## src/rtl/noc_switch_allocator.sv

```systemverilog
// rtl/noc_switch_allocator.sv - 5-port switch allocator: per-output round-robin, wormhole lock, stall timeout
module noc_switch_allocator #(
    parameter logic [2:0] SEL_IDLE     = 3'b111,
    parameter int         LOCK_TIMEOUT = 255,
    parameter int         TO_W         = 8
) (
    input  logic        clk,
    input  logic        rst_n,
    input  logic [4:0]  req_valid,
    input  logic [14:0] req_dest,
    input  logic [4:0]  req_tail,
    input  logic [4:0]  out_ready,
    output logic [4:0]  grant,
    output logic [2:0]  N_port_select,
    output logic [2:0]  S_port_select,
    output logic [2:0]  E_port_select,
    output logic [2:0]  W_port_select,
    output logic [2:0]  L_port_select,
    output logic [4:0]  out_valid,
    output logic        uturn_err,
    output logic        timeout_pulse
);
    localparam logic [TO_W-1:0] TIMEOUT_V = TO_W'(LOCK_TIMEOUT);
    localparam logic [TO_W-1:0] STALL_MAX = '1;

    typedef enum logic {ST_IDLE, ST_LOCKED} state_t;

    state_t          state_q [5];
    state_t          state_d [5];
    logic [2:0]      owner_q [5];
    logic [2:0]      owner_d [5];
    logic [2:0]      rr_q    [5];
    logic [2:0]      rr_d    [5];
    logic [TO_W-1:0] stall_q [5];
    logic [TO_W-1:0] stall_d [5];

    logic [2:0] dest [5];
    logic [2:0] sel  [5];
    logic [4:0] busy;
    logic [4:0] fire;
    logic [4:0] to_hit;

    // Everything visible at the ports is a function of the lock state and this cycle's requests.
    always_comb begin
        busy      = '0;
        fire      = '0;
        to_hit    = '0;
        grant     = '0;
        uturn_err = 1'b0;
        for (int i = 0; i < 5; i++) begin
            dest[i] = req_dest[3*i +: 3];
            if (req_valid[i] && (dest[i] == 3'(i) || dest[i] > 3'd4))
                uturn_err = 1'b1;
        end
        for (int o = 0; o < 5; o++) begin
            sel[o] = SEL_IDLE;
            if (state_q[o] == ST_LOCKED) begin
                sel[o]             = owner_q[o];
                busy[owner_q[o]]   = 1'b1;
                fire[o]            = req_valid[owner_q[o]] & out_ready[o];
                grant[owner_q[o]] |= fire[o];
                to_hit[o]          = (LOCK_TIMEOUT != 0) && !fire[o] && (stall_q[o] == TIMEOUT_V);
            end
        end
    end

    always_comb begin
        int         idx;
        logic       found;
        logic [2:0] win;
        for (int o = 0; o < 5; o++) begin
            state_d[o] = state_q[o];
            owner_d[o] = owner_q[o];
            rr_d[o]    = rr_q[o];
            stall_d[o] = stall_q[o];
            found      = 1'b0;
            win        = '0;
            idx        = 0;
            if (state_q[o] == ST_IDLE) begin
                // Busy inputs are excluded so a released owner's next head waits one cycle.
                for (int k = 0; k < 5; k++) begin
                    idx = int'(rr_q[o]) + k;
                    if (idx >= 5)
                        idx = idx - 5;
                    if (!found && req_valid[idx] && dest[idx] == 3'(o) && idx != o && !busy[idx]) begin
                        found = 1'b1;
                        win   = 3'(idx);
                    end
                end
                if (found) begin
                    state_d[o] = ST_LOCKED;
                    owner_d[o] = win;
                    stall_d[o] = '0;
                end
            end else if ((fire[o] && req_tail[owner_q[o]]) || to_hit[o]) begin
                state_d[o] = ST_IDLE;
                rr_d[o]    = (owner_q[o] == 3'd4) ? 3'd0 : owner_q[o] + 3'd1;
                stall_d[o] = '0;
            end else if (fire[o]) begin
                stall_d[o] = '0;
            end else if (stall_q[o] != STALL_MAX) begin
                stall_d[o] = stall_q[o] + 1'b1;
            end
        end
    end

    always_ff @(posedge clk) begin
        for (int o = 0; o < 5; o++) begin
            if (!rst_n) begin
                state_q[o] <= ST_IDLE;
                owner_q[o] <= '0;
                rr_q[o]    <= '0;
                stall_q[o] <= '0;
            end else begin
                state_q[o] <= state_d[o];
                owner_q[o] <= owner_d[o];
                rr_q[o]    <= rr_d[o];
                stall_q[o] <= stall_d[o];
            end
        end
    end

    assign N_port_select = sel[0];
    assign S_port_select = sel[1];
    assign E_port_select = sel[2];
    assign W_port_select = sel[3];
    assign L_port_select = sel[4];
    assign out_valid     = fire;
    assign timeout_pulse = |to_hit;
endmodule
```

## config.mk

```make
export PLATFORM = sky130hd
export DESIGN_NAME = noc_switch_allocator
export DESIGN_NICKNAME = d
export VERILOG_FILES = /design/src/rtl/noc_switch_allocator.sv
export SDC_FILE = /design/constraint.sdc
export NUM_CORES = 1
export LEC_CHECK = 0
export CAP_MARGIN = 20
export CORE_MARGIN = 5
export CORE_UTILIZATION = 30
export CTS_BUF_LIST = sky130_fd_sc_hd__clkbuf_8
export CTS_CLUSTER_SIZE = 20
export DETAILED_ROUTE_END_ITERATION = 8
export GPL_TIMING_DRIVEN = 0
export PLACE_DENSITY_LB_ADDON = 0.15
export SLEW_MARGIN = 20
export SYNTH_ARGS = -nofsm -noshare
export SYNTH_HDL_FRONTEND = slang
export SYNTH_SLANG_ARGS = --single-unit
```

## constraint.sdc

```tcl
create_clock -name clk -period 7.49 [get_ports clk]
set_input_delay 1.498 -clock clk [delete_from_list [all_inputs] [get_ports clk]]
set_output_delay 1.498 -clock clk [all_outputs]
set_load 0.005 [all_outputs]
```

Word level (Yosys, flattened, before mapping)

Memories as Yosys holds them, arrays and structs flattened.
Index checks and enable logic that the tools add are counted.

Bits in registers: 0
Bits in writable memories: 75
Memory bits (read-only): 8
Input port bits: 32
Output and inout bits: 27
Word-level logic and storage cells: 966
Memories kept: 5

Add/sub/neg operators: 55
Magnitude comparators: 90
Eq/ne operators: 59
Multiplexer cells: 510
Bitwise logic cells: 60
Reduce and logical (&&, ||, !) cells: 187

Memory list:

| memory          | depth | bits a word | rd ports | clocked after Yosys merged registers in | wr ports | RTL line | source |
|---|---|---|---|---|---|---|---|
| stall_q         | 5     | 8           | 5        | 0                                       | 5        | 34       | `logic [TO_W-1:0] stall_q [5];` |
| owner_q         | 5     | 3           | 5        | 0                                       | 5        | 30       | `logic [2:0] owner_q [5];` |
| rr_q            | 5     | 3           | 5        | 0                                       | 5        | 32       | `logic [2:0] rr_q [5];` |
| (no name shown) | 8     | 1           | 1        | 0                                       | 0        | 61       | `grant[owner_q[o]] \|= fire[o];` |
| state_q         | 5     | 1           | 5        | 0                                       | 5        | 28       | `state_t state_q [5];` |

Operators by type and width:

| kind                  | number |
|---|---|
| $mux W32              | 50 |
| $ge A32 B4 Y1 const B | 25 |
| $lt A32 B5 Y1 const B | 25 |
| $not A32 Y32          | 25 |
| $mux W3               | 115 |
| $ne A32 B3 Y1 const B | 10 |
| $mux W8               | 30 |
| $bmux W3 S3           | 25 |
| $mux W1               | 207 |
| $bmux W1 S3           | 64 |
| $ne A32 B2 Y1 const B | 5 |
| $ne A32 B4 Y1 const B | 5 |
| $reduce_bool A32 Y1   | 5 |
| $logic_and A1 B1 Y1   | 115 |
| $sub A4 B3 Y5 const B | 20 |
| $ge A4 B3 Y1 const B  | 20 |
| $logic_not A1 Y1      | 50 |
| $mux W5               | 10 |
| $add A3 B2 Y4 const B | 10 |
| $add A8 B1 Y8 const B | 5 |
| $eq A8 B8 Y1 const B  | 5 |
| $ne A8 B8 Y1 const B  | 5 |
| $eq A3 B2 Y1 const B  | 12 |
| $eq A3 B3 Y1 const B  | 11 |
| other kinds (18)      | 107 |

Logic depth before layout (Yosys ltp)

Gate-level depths: netlist of the first run.

Depth in word-level cells: 51
Gate-level depth with buffers: 15
Mapped depth without buffers: 13

Least setup slack after synthesis of the first run

OpenSTA, ideal clock, no wires.

Kind: input-to-output
Start: input port req_valid[0]
End: output port grant[1]
Arrival: 3.524 ns
Required time: 5.992 ns
Setup slack: 2.468 ns
Stages: 10
Path buffers: 1
Cells stage by stage: clkbuf_1 mux2i_1 o221ai_1 o2111ai_1 o21ai_1 a2111oi_0 o221a_2 a22oi_1 nor3_1 o22ai_1

Cells in the longest elaborated chain, start to end: 26
Elaborated cells between the ends (all ways): 38
Those cells by class: mux: 27; bitwise: 11

RTL lines:

| item                           | RTL line | source |
|---|---|---|
| start, declared                | 9        | `input logic [4:0] req_valid,` |
| $bmux W1 S3                    | 60       | `fire[o] = req_valid[owner_q[o]] & out_ready[o];` |
| $mux W1 (not written as such)  | 60       |  |
| $and A1 B1 Y1                  | 60       |  |
| $or A1 B1 Y1                   | 61       |  |
| $and A5 B5 Y5 (no source line) | --       |  |
| $mux W5                        | 57       | `if (state_q[o] == ST_LOCKED) begin` |
| $bmux W1 S3                    | 61       |  |
| $mux W1 (not written as such)  | 61       |  |
| [... 10 more ...]              | --       |  |
| $or A1 B1 Y1                   | 61       |  |
| $bwmux W5                      | 61       |  |
| $mux W5                        | 57       |  |
| $bmux W1 S3                    | 61       |  |
| $mux W1 (not written as such)  | 61       |  |
| $or A1 B1 Y1                   | 61       |  |
| $bwmux W5                      | 61       |  |
| $mux W5 (*)                    | 57       |  |
| end, declared                  | 13       | `output logic [4:0] grant,` |

Every way passes the cells marked *; elsewhere a longest branch is shown, timed or not. The select of a mux whose other input is x is not followed.

Final worst setup path of the first run

Start: input port req_valid[3]
End: output port grant[1]

Same word-level chain as after synthesis.

==> impl_results.md, run 1 <==
* Critical Path RT at around 6 ns
* Max-slew violation count at 0
* Crit path max fanout at 8
* Unrepaired setup endpoints after global routing: no
* Final worst slack at 0.236 ns
* Fin util at 34.2%
* Cell Rows at 71
* Placed cell count at 2187
* PwrDens at 161 nW/um^2
* Max incr delay on CP at 0.87 ns
* Synthesis Warnings at 0
* Vert. Die Dim at 206 um
* Worst-path cell with the longest stage delay: clkdlybuf4s50_1
* Post-Layout Cell Count at around 2200
* Vias per cell at around 6.1
* Hold Crit Start: stall_q[2][7]
* Total Routing Usage GR at 22.1%
* Gate Count Post-Synth at 1620
* Drt pass-1 iters at 6
* Placed inst area at between 10000 and 15000 sq um
* Synth area leaders: dfxtp_1, ha_1, nand2_1, nor2_1, o21ai_0
* Synthesized area per cell at 7.11 sq um
* Clock-pin slew on the worst setup and hold paths at 0.11 ns
* Worst Skew at 0.0147 ns
* Status: completed
* Core area at around 38000 sq um
* Io pins at 59
* Initial core utilization at 30.5%
* Area share of the largest cell type after synthesis at 13.0%
* Final setup violation count at 0
* Worst-Skew Late Latency at 0.40 ns
* Ys flop type: dfxtp_1
* Routed vias at 13400
* Setup crit end kind: output port
* Share of layout cells above drive strength 1 at 6.15%
* Fmax at 138 MHz
* Met2 wire len at around 21 mm
* Largest net degree at the start of global routing at 18
* Most Frequent Cell on Critical Path: clkdlybuf4s50_1
* Area growth from synthesis to layout at 12.1%
* Largest delay share family, worst path: compound AO/OA/AOI/OAI gates
* Cts repair resizes at 0
* Share of flip-flops with an asynchronous set or reset at 0%
* Die Area at 42400 sq um
* Worst min path class: flip-flop to flip-flop
* Min Clock Period, post-route at 7.25 ns
* Die width at roughly 210 um
* Place WS at 0.399 ns
* CTS tree: yes
* DRC at 0
* Yosys cell types at 108
* Crit start category: input pin
* IO Port Bufs at 56
* Wire length on met1 at between 20 and 25 mm
* Post-synth EDFFs at 0
* WHS at 0.471 ns
* Worst Setup SP: req_valid[3]
* P_leak at 4.68 nW
* Setup Fix Bufs, Post-CTS at 0
* CP Class: input pin to output port
* Num Clock Sinks at 75
* Diodes inserted at 0
* Global-route wire length before repair at around 74 mm
* Syn nets at 1735
* GP Congestion at 0.972
* Initial antenna violation count at 2
* CTS Buf Count at 9
* Clock root buffer: clkbuf_8
* Highest metal used: met4
* Max Buffers Root-to-Sink at 2
* Starting DRT DRC Count at about 1300
* Max-Cap Viols at 0
* Max-Slew Margin vs Limit at 32.1%
* Routed Antenna Nets at 0
* CP bufs+invs at 2
* Mapped cell area at 11500 sq um
* Slew @ Worst Pin at 1.02 ns
* Cells along the critical path: clkdlybuf4s50_1 -> mux2i_1 -> o221ai_1 -> o2111ai_1 -> o21ai_1 -> a2111oi_0 -> o221a_2 -> a22oi_1 -> nor3_1 -> o22ai_1 -> clkdlybuf4s50_1
* Post-synthesis register bit count at 75
* H-tree levels at 3
* Final #Nets at 1802
* Final Cell Area at 12900 sq um
* CP arrival at 5.76 ns
* Max IR drop VDD at 0.0760 mV
* Hpwl dp at 37.4 mm
* Final worst-path cycle share at 96.9%
* Area leader, netlist: dfxtp_1
* Metal3 WL at 2.88 mm
* CTS Hold Bufs at 0
* Routed WL at about 49 mm
* Pwr Total at 2.07 mW
* Congestion Overflow GR at 0
* WL per Instance at 22.0 um
* Vias in the first global route at 12300
* Total negative setup slack at 0 ns
* Final hold vios at 0
* RR Startpoint: rr_q[2][2]
* Seq/Total Area, Yosys at 13.0%
[synthesized netlist by cell type (all sizes together), types with 21 or more instances]
cell type,number
clkbuf,73
or3,21
nand4,24
a31oi,57
nand2b,28
nor2b,22
a21oi,82
mux2i,35
nor2,143
inv,71
nand3,65
dfxtp,75
o22ai,29
o211ai,22
nand2,162
o21ai,108
ha,78
nor3,52
a211oi,36
[report_power, final]
group | switching, mW | leakage [nW] | internal (mW)
clock | 0.213 | 0.0990 | 0.133
sequential | 0.0493 | 0.607 | 0.434
combinational | 0.802 | 3.97 | 0.443
[layout make-up]
| type | count | area [sq um] |
|---|---|---|
| Sequential cell | 75 | 1500 |
| Timing Repair Buffer | 56 | 561 |
| Buffer | 87 | 365 |
| Inverter | 75 | 282 |
| Fill cell | 4092 | 24800 |
| Tap cell | 511 | 639 |
| Multi-Input combinational cell | 1383 | 9370 |
| Clock buffer | 9 | 124 |
| Clock inverter | 7 | 75.1 |
[flip-flops by register name, indices dropped and copies added (netlist names)]
name / count
state_q: 5
stall_q: 40
rr_q: 15
owner_q: 15
[logic make-up after synthesis]
group           Yosys count  share of synthesized area, %
xor+xnor                 21                          1.60
flops                    75                          13.0
compound gates          546                          33.0
buf+inv                 162                          5.62
fa+ha+maj                84                          9.43
simple gates            677                          32.0
mux                      55                          5.32
[layout by cell type, fill, tap and decap left out, types with 11 or more instances in the layout]
cell	instances
mux2i_1	35
o211ai_1	21
nor2_1	143
nand3b_1	11
nand2b_1	28
a211oi_1	35
a21o_1	15
o21ai_0	100
and3_1	12
clkbuf_1	73
mux2_2	15
or2_2	17
or3_1	21
nand4_1	23
a211o_1	14
a21oi_1	82
nand3_1	63
dfxtp_1	75
nor2b_1	22
inv_1	70
a31oi_1	57
nand2_1	161
o21a_1	15
nor3_1	51
clkdlybuf4s50_1	56
nor3b_1	12
and2_1	14
xnor2_1	13
o22ai_1	29
ha_1	78
o31ai_1	18
nor4_1	17
[routing by layer]
metal / up-vias / global-route usage [%]
li1: 6327 / -
met1: 6520 / 32.3
met2: 496 / 34.3
met3: 78 / 2.32
met4: 0 / 6.44
met5: - / 0
[worst reg2reg max path, stage by stage (launching register included)]
cell	delay [ns]
dfxtp_1	0.50
clkbuf_1	0.31
clkbuf_1	0.41
inv_1	0.20
ha_1	0.35
a211oi_1	0.30
mux2i_1	0.59
nor4_1	0.10
o211a_1	0.26
a31oi_1	0.21
nand4b_1	0.25
nor3_2	0.33
nand3_2	0.33
a211oi_1	0.31
[path summary, 6_finish.rpt]
path | to | slack, ns | cells past startpoint
min | stall_q[2][7] | 0.47 | 1
max | grant[1] | 0.24 | 11
max reg2reg | stall_q[2][2] | 2.95 | 13
min reg2reg | stall_q[2][7] | 0.47 | 1
Power figures use the tool's default switching activity.
==> run 2: changes to the inputs <==
- CAP_MARGIN: 20 -> not set
==> results of run 2 <==
Final layout, timing and power as in run 1 (identical DEF).
